--- src/rtl/sd_arb_pkg.sv ---
// Shared types and constants for the two-requester SD block arbiter.
package sd_arb_pkg;

    // Width of a sector address on every port.
    localparam int LBA_W = 32;

    // Arbiter FSM states.
    typedef enum logic [1:0] {
        IDLE  = 2'd0,
        ISSUE = 2'd1,
        XFER  = 2'd2,
        DONE  = 2'd3
    } state_t;

    // Latched operation of a pending request.
    typedef enum logic {
        OP_RD = 1'b0,
        OP_WR = 1'b1
    } op_t;

    // A read strobe takes precedence when a requester pulses both lines.
    function automatic op_t op_of(input logic rd);
        return rd ? OP_RD : OP_WR;
    endfunction

endpackage

--- src/rtl/rr_pick2.sv ---
// Two-input round-robin picker: on a tie the requester that did not win the
// previous tie is chosen; a lone requester always wins.
module rr_pick2 (
    input  logic [1:0] pending,
    input  logic       last,
    output logic [1:0] winner,
    output logic       valid
);

    // Pick the one-hot winner from the pending set and the tie pointer.
    always_comb begin
        // NOTE: every output gets a default before the case so no path can
        // leave it unassigned and infer a latch.
        winner = 2'b00;
        valid  = |pending;
        case (pending)
            2'b01:   winner = 2'b01;
            2'b10:   winner = 2'b10;
            2'b11:   winner = last ? 2'b01 : 2'b10;
            default: winner = 2'b00;
        endcase
    end

endmodule

--- src/rtl/sd_req_arbiter.sv ---
// Arbitrates block read/write requests from two clients onto one hps_io SD
// port. Each client has a single pending slot; the FSM issues the request,
// waits for sd_ack, follows the transfer and signals completion.
module sd_req_arbiter
    import sd_arb_pkg::*;
#(
    parameter int unsigned ACK_TIMEOUT = 5000000
) (
    input  logic             clk_sys,
    input  logic             reset,
    input  logic [1:0]       rd_stb,
    input  logic [1:0]       wr_stb,
    input  logic [LBA_W-1:0] lba0,
    input  logic [LBA_W-1:0] lba1,
    output logic [LBA_W-1:0] sd_lba,
    output logic             sd_rd,
    output logic             sd_wr,
    input  logic             sd_ack,
    output logic [1:0]       grant,
    output logic [1:0]       done,
    output logic             err,
    output logic             busy
);

    // Last value of the ack-wait counter before the request is abandoned.
    localparam logic [31:0] TMO_LAST = 32'(ACK_TIMEOUT - 1);

    state_t           state;
    state_t           state_nxt;

    logic [1:0]       stb_any;
    logic [LBA_W-1:0] lba_in [2];

    logic [1:0]       pend_q;
    op_t              op_q   [2];
    logic [LBA_W-1:0] lba_q  [2];

    // Index of the requester that won the most recent tie.
    logic             last_q;
    logic [31:0]      tmo_cnt;

    logic [1:0]       win;
    logic             win_vld;
    logic             win_idx;

    // FSM transition strobes decoded in the next-state logic.
    logic             do_issue;
    logic             do_ack;
    logic             do_timeout;
    logic             do_xfer_end;

    assign stb_any   = rd_stb | wr_stb;
    assign lba_in[0] = lba0;
    assign lba_in[1] = lba1;
    assign win_idx   = win[1];
    assign busy      = (state != IDLE);

    rr_pick2 u_rr_pick2 (
        .pending (pend_q),
        .last    (last_q),
        .winner  (win),
        .valid   (win_vld)
    );

    // State register.
    always_ff @(posedge clk_sys) begin
        // NOTE: sequential state uses non-blocking assignments so every flop
        // samples the pre-edge value regardless of block ordering.
        if (reset) begin
            state <= IDLE;
        end else begin
            state <= state_nxt;
        end
    end

    // Next-state decode and transition strobes.
    always_comb begin
        state_nxt   = state;
        do_issue    = 1'b0;
        do_ack      = 1'b0;
        do_timeout  = 1'b0;
        do_xfer_end = 1'b0;
        case (state)
            IDLE: begin
                // sd_ack is deliberately not looked at here.
                if (win_vld) begin
                    state_nxt = ISSUE;
                    do_issue  = 1'b1;
                end
            end
            ISSUE: begin
                // An ack on the last counted cycle still wins over the timeout.
                if (sd_ack) begin
                    state_nxt = XFER;
                    do_ack    = 1'b1;
                end else if (tmo_cnt == TMO_LAST) begin
                    state_nxt  = IDLE;
                    do_timeout = 1'b1;
                end
            end
            XFER: begin
                if (!sd_ack) begin
                    state_nxt   = DONE;
                    do_xfer_end = 1'b1;
                end
            end
            DONE: begin
                state_nxt = IDLE;
            end
            default: begin
                state_nxt = IDLE;
            end
        endcase
    end

    // Per-requester pending slots: the first strobe is captured, repeats are
    // dropped until the slot is granted and freed.
    always_ff @(posedge clk_sys) begin
        // NOTE: the latched addresses are cleared on reset along with the
        // pending bits so a stale address can never reach sd_lba.
        if (reset) begin
            pend_q   <= 2'b00;
            op_q[0]  <= OP_RD;
            op_q[1]  <= OP_RD;
            lba_q[0] <= '0;
            lba_q[1] <= '0;
        end else begin
            for (int i = 0; i < 2; i++) begin
                if (do_issue && win[i]) begin
                    pend_q[i] <= 1'b0;
                end else if (stb_any[i] && !pend_q[i]) begin
                    pend_q[i] <= 1'b1;
                    op_q[i]   <= op_of(rd_stb[i]);
                    lba_q[i]  <= lba_in[i];
                end
            end
        end
    end

    // SD port drive, grant, completion pulses, tie pointer and ack timeout.
    always_ff @(posedge clk_sys) begin
        if (reset) begin
            sd_lba  <= '0;
            sd_rd   <= 1'b0;
            sd_wr   <= 1'b0;
            grant   <= 2'b00;
            done    <= 2'b00;
            err     <= 1'b0;
            last_q  <= 1'b1;
            tmo_cnt <= '0;
        end else begin
            done <= 2'b00;
            err  <= 1'b0;

            if (state == ISSUE) begin
                tmo_cnt <= tmo_cnt + 32'd1;
            end

            if (do_issue) begin
                grant   <= win;
                sd_lba  <= lba_q[win_idx];
                sd_rd   <= (op_q[win_idx] == OP_RD);
                sd_wr   <= (op_q[win_idx] == OP_WR);
                tmo_cnt <= '0;
                // The pointer only moves when both requesters competed.
                if (pend_q == 2'b11) begin
                    last_q <= win_idx;
                end
            end

            if (do_ack) begin
                sd_rd <= 1'b0;
                sd_wr <= 1'b0;
            end

            if (do_timeout) begin
                sd_rd <= 1'b0;
                sd_wr <= 1'b0;
                done  <= grant;
                err   <= 1'b1;
                grant <= 2'b00;
            end

            if (do_xfer_end) begin
                done <= grant;
            end

            if (state == DONE) begin
                grant <= 2'b00;
            end
        end
    end

endmodule

--- config.mk ---
export PLATFORM = sky130hd
export DESIGN_NAME = sd_req_arbiter
export DESIGN_NICKNAME = d
export VERILOG_FILES = /design/src/rtl/sd_arb_pkg.sv /design/src/rtl/rr_pick2.sv /design/src/rtl/sd_req_arbiter.sv
export SDC_FILE = /design/constraint.sdc
export NUM_CORES = 1
export LEC_CHECK = 0
export ABC_AREA = 1
export CELL_PAD_IN_SITES_DETAIL_PLACEMENT = 1
export CELL_PAD_IN_SITES_GLOBAL_PLACEMENT = 1
export CORE_MARGIN = 1
export CORE_UTILIZATION = 42
export DETAILED_ROUTE_END_ITERATION = 8
export GPL_ROUTABILITY_DRIVEN = 1
export PLACE_DENSITY = 0.91
export SLEW_MARGIN = 10
export SYNTH_ARGS = -nofsm -noshare
export SYNTH_HDL_FRONTEND = slang
export SYNTH_SLANG_ARGS = --single-unit
--- constraint.sdc ---
create_clock -name clk_sys -period 3.58 [get_ports clk_sys]
set_input_delay 0.716 -clock clk_sys [delete_from_list [all_inputs] [get_ports clk_sys]]
set_output_delay 0.716 -clock clk_sys [all_outputs]
set_load 0.005 [all_outputs]
==> Implementation_results.wiki, run 1 <==
{| class="wikitable"
! Metric !! Value
|-
| Horizontal die dimension || 123 µm
|-
| Netlist area before placement || 0.00611 mm²
|-
| Boundary pin count || 111
|-
| FF+latch count, synth || 142
|-
| Floorplan core area || 0.0140 mm²
|-
| Slew @ Worst Pin || 0.576 ns
|-
| Total Power || 0.00494 W
|-
| Setup crit start kind || flop
|-
| GRT Total Usage || 27.1%
|-
| Final worst hold slack || 0.496 ns
|-
| Mapped Nets || 790
|-
| Ratio of cells with drive above 1 in the final layout || 8.76%
|-
| Number of distinct library cells after synthesis || 35
|-
| Cell taking the most area after synthesis || sky130_fd_sc_hd__edfxtp_1
|-
| Number of hold buffers added after CTS || 0
|-
| Type of the most critical hold path || flop to flop
|-
| Site Rows || 43
|-
| Post-route non-filler standard cell count || 1025
|-
| Worst setup EP type || output pin
|-
| Placed cell count || 993
|-
| Clock Skews || 0.0164 ns
|-
| Total power density per cell area || 619 mW/mm²
|-
| Clk slew on worst S/H paths || 0.07 ns
|-
| Area growth from synthesis to layout || 30.8%
|-
| Number of buffers inserted during clock tree synthesis || 17
|-
| Initial DRT Pass Iterations || 4
|-
| Wire length of the first global-routing pass || 30200 µm
|-
| Yosys Warn Count || 0
|-
| Initial standard-cell utilization of the core || 43.5%
|-
| Starting DRT DRC Count || 252
|-
| Reg-to-reg slack, setup || 1.55 ns
|-
| Result of the run || completed
|-
| Leading post-synthesis cells by cell area || sky130_fd_sc_hd__edfxtp_1 32%, sky130_fd_sc_hd__dfxtp_1 25%, sky130_fd_sc_hd__nand2_1 10%
|-
| Sequential cell area fraction in the yosys report || 57.4%
|-
| Number of hold violations in the final report || 0
|-
| Routed vias || 5336
|-
| Post-CTS setup repair buffer count || 0
|-
| Utilization after layout || 56.9%
|-
| H-tree depth || 4
|-
| Clock tree from TritonCTS || built
|-
| Average cell area after synthesis || 8.51 µm²
|-
| Skew-Pair Late Insertion Delay || 0.44 ns
|-
| Leak || 3.14 nW
|-
| Number of nets in the layout || 904
|-
| Post-synth top area share || 32.5%
|-
| Final count of pins violating max slew || 0
|-
| Worst-path maximum fanout || 6
|-
| Final setup violation count || 0
|-
| Initial antenna violation count || 0
|-
| Die Span Y || 123 µm
|-
| CTS Sinks || 142
|-
| Worst max-slew margin expressed relative to the limit || 61.5%
|-
| Type of the worst setup path || flop to output pin
|-
| Detailed-route wire length || 19100 µm
|-
| Maximum resistive drop on vdd || 0.000395 V
|-
| Post-route ant nets || 0
|-
| Number of global-route vias before repair || 5712
|-
| Unrepaired setup endpoints after global routing || false
|-
| Number of maximum-capacitance violations || 0
|-
| CTS root buf || sky130_fd_sc_hd__clkbuf_16
|-
| Average vias per placed instance || 5.21
|-
| Count of antenna diodes in the layout || 0
|-
| Final worst path period need || 2.46 ns
|-
| Hpwl dp || 11700 µm
|-
| Longest Clk Path Bufs || 2
|-
| Count of buffers inserted at the top-level ports || 110
|-
| # fillers || 1645
|-
| Number of remaining DRC errors || 0
|-
| Maximum number of pins on one net before global-route repair || 36
|-
| Final GP Congestion || 0.807
|-
| Crit share post-route || 68.7%
|-
| Die Area || 0.0150 mm²
|-
| Cell count after synthesis || 718
|-
| Grt total ovfl || 0
|-
| Setup total negative slack || 0 ns
|-
| Arrival time at the worst endpoint || 1.74 ns
|-
| Average wire per standard cell || 18.7 µm
|-
| Maximum achievable frequency || 407 MHz
|-
| Required arrival time at the worst endpoint || 2.86 ns
|-
| Post-CTS resize count || 0
|}
-- final timing paths --
path / from / end / depth (start not counted)
worst max register to register: state[0] / sd_lba[29] / 7
worst min register to register: sd_lba[13] / sd_lba[13] / 2
worst max-delay path: flop / busy / 3
worst min-delay path: sd_lba[13] / sd_lba[13] / 2
-- stage by stage --
step	instance area, µm²	setup WS, ns
floorplan	6110	1.52
global placement	7390	1.06
detailed placement	7390	0.968
CTS	7990	1.13
global route	7990	1.04
finish	7990	1.12
-- area by class of cell --
type / count / area, µm² / area share [%]
Clock buffer: 17 / 425 / 5.33
Clock inverter: 15 / 174 / 2.18
Inverter: 114 / 428 / 5.36
Multi-Input combinational cell: 438 / 2050 / 25.7
Sequential cell: 142 / 3500 / 43.9
Tap cell: 180 / 225 / 2.82
Timing Repair Buffer: 119 / 1180 / 14.8
-- synthesized netlist by cell type --
library cell and count:
sky130_fd_sc_hd__nand2_1 163, sky130_fd_sc_hd__nor2_1 122, sky130_fd_sc_hd__inv_1 108, sky130_fd_sc_hd__dfxtp_1 76, sky130_fd_sc_hd__edfxtp_1 66, sky130_fd_sc_hd__a31oi_1 26, sky130_fd_sc_hd__nand3_1 26, sky130_fd_sc_hd__a21oi_1 19
sky130_fd_sc_hd__buf_2 15, sky130_fd_sc_hd__o21ai_0 14, sky130_fd_sc_hd__nand4_1 10, sky130_fd_sc_hd__nor2_4 8, sky130_fd_sc_hd__nor3_1 8, sky130_fd_sc_hd__a22oi_1 6, sky130_fd_sc_hd__clkbuf_1 6, sky130_fd_sc_hd__inv_2 6
sky130_fd_sc_hd__or2_2 6, sky130_fd_sc_hd__xor2_1 6, sky130_fd_sc_hd__nor2_2 4, sky130_fd_sc_hd__o21ai_1 4, sky130_fd_sc_hd__a211oi_1 2, sky130_fd_sc_hd__a21oi_2 2, sky130_fd_sc_hd__buf_6 2, sky130_fd_sc_hd__nand3_2 2
sky130_fd_sc_hd__a21boi_0 1, sky130_fd_sc_hd__buf_4 1, sky130_fd_sc_hd__ha_1 1, sky130_fd_sc_hd__nand2_2 1, sky130_fd_sc_hd__nand2_4 1, sky130_fd_sc_hd__nand3_4 1, sky130_fd_sc_hd__nand3b_1 1, sky130_fd_sc_hd__o21a_1 1
sky130_fd_sc_hd__o21ai_2 1, sky130_fd_sc_hd__o21bai_1 1, sky130_fd_sc_hd__o311ai_0 1
-- layout by cell type, fill, tap and decap left out, drive strengths merged --
cell type	synthesis	layout
nand2	165	165
nor2	134	134
inv	114	122
clkdlybuf4s50	0	110
dfxtp	76	76
edfxtp	66	66
nand3	29	29
a31oi	26	26
a21oi	21	21
o21ai	19	19
clkbuf	6	17
nand4	10	10
buf	18	9
nor3	8	8
or2	6	6
xor2	6	6
a22oi	6	6
clkinv	0	4
a211oi	2	2
bufinv	0	2
a21boi	1	1
o311ai	1	1
nand3b	1	1
o21bai	1	1
o21a	1	1
ha	1	1
clkinvlp	0	1
-- state kept, by name, summed over array words and instances (netlist names), named ones only --
signal / cells
sd_lba: 32
sd_rd: 1
lba_q: 64
err: 1
state: 1
pend_q: 2
tmo_cnt: 32
done: 2
op_q: 2
last_q: 1
sd_wr: 1
grant: 2
-- critical path, stage by stage, from the launching register on --
cell and delay (ns):
sky130_fd_sc_hd__dfxtp_1 0.48, sky130_fd_sc_hd__nor2_2 0.09, sky130_fd_sc_hd__inv_1 0.18, sky130_fd_sc_hd__clkdlybuf4s50_1 0.55
-- power by group --
group          internal [W]  switching, W
sequential          0.00197      0.000156
clock               0.00105      0.000800
combinational      0.000392      0.000574
total               0.00341       0.00153
-- cells by family (layout without fill, tap and decap cells) --
kind of cell | count (synthesis) | count (layout) | share of synthesized area, %
xor gates and xnor gates | 6 | 6 | 0.860
and+or+nand+nor | 353 | 353 | 24.9
buffers and inverters | 138 | 265 | 9.10
adders and majority gates | 1 | 1 | 0.205
AOI/OAI and AO/OA | 78 | 78 | 7.62
DFF | 142 | 142 | 57.4
-- metal layers --
layer | GRT usage (%) | vias to the layer above | routed length (µm)
li1 | - | 2513 | -
met1 | 30.3 | 2610 | 7650
met2 | 48.2 | 167 | 9920
met3 | 6.83 | 46 | 1030
met4 | 12.5 | 0 | 538
met5 | 0 | - | 0
No activity file was read; power rests on OpenSTA's default activity.
==> inputs of run 2 (changes only) <==
Settings changed: CORE_UTILIZATION 42 to 35, PLACE_DENSITY 0.91 to 0.81.
Clock period 3.58 ns to 2.1 ns, I/O delays scaled along.
==> Implementation_results.wiki, run 2 (synthesized netlist as in run 1, its figures left out) <==
{| class="wikitable"
! Metric !! Value
|-
| Number of hold violations in the final report || 0 (unchanged)
|-
| Post-route worst setup slack || 0.0443 ns (-1.08 ns)
|-
| Maximum resistive drop on vdd || 0.000676 V (+71%)
|-
| Biggest cell delay along the critical path || 0.54 ns (about the same)
|-
| Maximum number of pins on one net before global-route repair || 38 (+5.6%)
|-
| R2R cell count || 6 (-1)
|-
| Horizontal die dimension || 134 µm (+9.4%)
|-
| Final worst hold slack || 0.275 ns (-0.221 ns)
|-
| Worst-path maximum fanout || 6 (unchanged)
|-
| Average wire per standard cell || 15.2 µm (-19%)
|-
| Boundary pin count || 111 (unchanged)
|-
| Number of remaining DRC errors || 0 (unchanged)
|-
| Utilization after layout || 48.3% (-8.6 points)
|-
| Worst max-slew margin expressed relative to the limit || 66.3% (+4.8 points)
|-
| Most heavily used metal layer in global routing || met2
|-
| Slew @ Worst Pin || 0.505 ns (-0.0704 ns)
|-
| Number of buffers inserted during clock tree synthesis || 17 (unchanged)
|-
| Final count of pins violating max slew || 0 (unchanged)
|-
| Most common library cell in the layout ignoring fill and taps || sky130_fd_sc_hd__nand2_1
|-
| Die Area || 0.0180 mm² (+20%)
|-
| Ratio of cells with drive above 1 in the final layout || 9.54% (+0.78 points)
|-
| GRT Total Usage || 19.5% (-7.6 points)
|-
| Setup total negative slack || 0 ns (unchanged)
|-
| Routing usage on met2 || 34.3% (-14 points)
|-
| Global-route track usage on met3 || 4.80% (-2.0 points)
|-
| Die Span Y || 134 µm (+9.4%)
|-
| Grt met1 use || 22.7% (-7.7 points)
|-
| Post-route non-filler standard cell count || 1069 (+4.3%)
|-
| Skew-Pair Late Insertion Delay || 0.43 ns (about the same)
|-
| Arrival time at the worst endpoint || 1.64 ns (-0.10 ns)
|-
| Area growth from synthesis to layout || 32.9%
|-
| Maximum achievable frequency || 486 MHz
|-
| Standard cell with the maximum stage delay on the critical path || sky130_fd_sc_hd__clkdlybuf4s50_1
|-
| Site Rows || 47 (+9.3%)
|-
| Grt total ovfl || 0 (unchanged)
|-
| Result of the run || completed
|-
| Unrepaired setup endpoints after global routing || false
|-
| Post-CTS setup repair buffer count || 0 (unchanged)
|-
| Wire length of the first global-routing pass || 26600 µm (-12%)
|-
| Clock Skews || 0.00866 ns (-0.00770 ns)
|-
| Post-route ant nets || 0 (unchanged)
|-
| Detailed-route wire length || 16300 µm (-15%)
|-
| Type of the worst setup path || flop to output pin
|-
| CTS root buf || sky130_fd_sc_hd__clkbuf_16
|-
| Hpwl dp || 11300 µm (-3.7%)
|-
| Worst setup EP type || output pin
|-
| CTS Sinks || 142 (unchanged)
|-
| Largest registers in the final layout || lba_q: 64 flops, sd_lba: 32 flops, tmo_cnt: 32 flops
|-
| Setup crit start kind || flop
|-
| Cells along the critical path || nor2_2, inv_1, clkdlybuf4s50_1
|-
| Routed vias || 5061 (-5.2%)
|-
| Clock tree from TritonCTS || built
|-
| Final worst path period need || 2.06 ns
|-
| Required arrival time at the worst endpoint || 1.68 ns (-1.18 ns)
|-
| Number of global-route vias before repair || 5337 (-6.6%)
|-
| Number of maximum-capacitance violations || 0 (unchanged)
|-
| Number of nets in the layout || 908 (+0.44%)
|-
| Starting DRT DRC Count || 227 (-9.9%)
|-
| Final GP Congestion || 0.780 (-3.2%)
|-
| Placed cell count || 1037 (+4.4%)
|-
| Most used cells in the layout excluding fill and tap cells || 162 x sky130_fd_sc_hd__nand2_1, 122 x sky130_fd_sc_hd__nor2_1, 109 x sky130_fd_sc_hd__clkdlybuf4s50_1, 108 x sky130_fd_sc_hd__inv_1, 74 x sky130_fd_sc_hd__dfxtp_1
|-
| Clk slew on worst S/H paths || 0.07 ns (about the same)
|-
| Total power density per cell area || 1030 mW/mm² (+66%)
|-
| Final setup violation count || 0 (unchanged)
|-
| Post-CTS resize count || 2 (+2)
|-
| H-tree depth || 4 (unchanged)
|-
| Number of hold buffers added after CTS || 0 (unchanged)
|-
| Number of flip-flops in the largest register || 64 (unchanged)
|-
| Longest Clk Path Bufs || 2 (unchanged)
|-
| Crit share post-route || 97.9%
|-
| Average vias per placed instance || 4.73 (-9.1%)
|-
| Register ranked first by flip-flop count || lba_q
|-
| Floorplan core area || 0.0168 mm² (+20%)
|-
| Count of buffers inserted at the top-level ports || 110 (unchanged)
|-
| Leak || 3.19 nW (+1.5%)
|-
| Type of the most critical hold path || input port to flop
|-
| Placement Setup Slack || 0.107 ns (-0.861 ns)
|-
| Initial antenna violation count || 0 (unchanged)
|-
| Initial standard-cell utilization of the core || 36.3% (-7.2 points)
|-
| Initial DRT Pass Iterations || 5 (+1)
|-
| Depth of the worst hold-timing path || 2 (unchanged)
|-
| Count of antenna diodes in the layout || 0 (unchanged)
|}
run 2: cell count changes in the layout (fill, tap and decap cells not counted), sizes merged:
cell	change
inv	+3
clkinv	-2
buf	+5
bufinv	-1
clkbuf	+1
clkinvlp	-1
clkdlybuf4s50	-1
run 2: where the power goes:
group,leakage (nW),total (W),internal (W),switching [W]
sequential,1.34,0.00358,0.00335,0.000228
combinational,1.55,0.00166,0.000728,0.000929
clock,0.301,0.00310,0.00174,0.00136
run 2: final timing paths:
check,startpoint,slack (ns),end
worst max register to register,state[0],0.35,sd_lba[23]
worst max-delay path,flop,0.04,busy
worst min-delay path,reset,0.27,flop
worst min register to register,sd_lba[5],0.47,sd_lba[5]
run 2: area by class of cell:
cell class,count,area (µm²)
clock inverter,14,164
clock buffer,18,439
tap,220,275
sequential,142,3510
inverter,114,428
fill,2000,8700
timing repair buffer,123,1260
multi-input combinational,438,2050
run 2: per-layer routing:
metal  routed length, µm  share of wire (%)
met3                 699                4.3
met1                6890                 42
met4                 309                1.9
met5                   0                  0
met2                8360                 51
run 2: worst max-delay path, delay by kind of cell, from the launching register on:
kind	cells	cell delay (ns)
flip-flops	1	0.41
AND/OR/NAND/NOR	1	0.06
buffers and inverters	2	0.72
run 2: stage by stage:
step / area (µm²) / power, W
3_5_place_dp: 7510 / 0.00529
3_3_place_gp: 7510 / 0.00522
2_1_floorplan: 6110 / 0.00440
4_1_cts: 8120 / 0.00843
6_report: 8120 / 0.00834
5_1_grt: 8120 / 0.00873
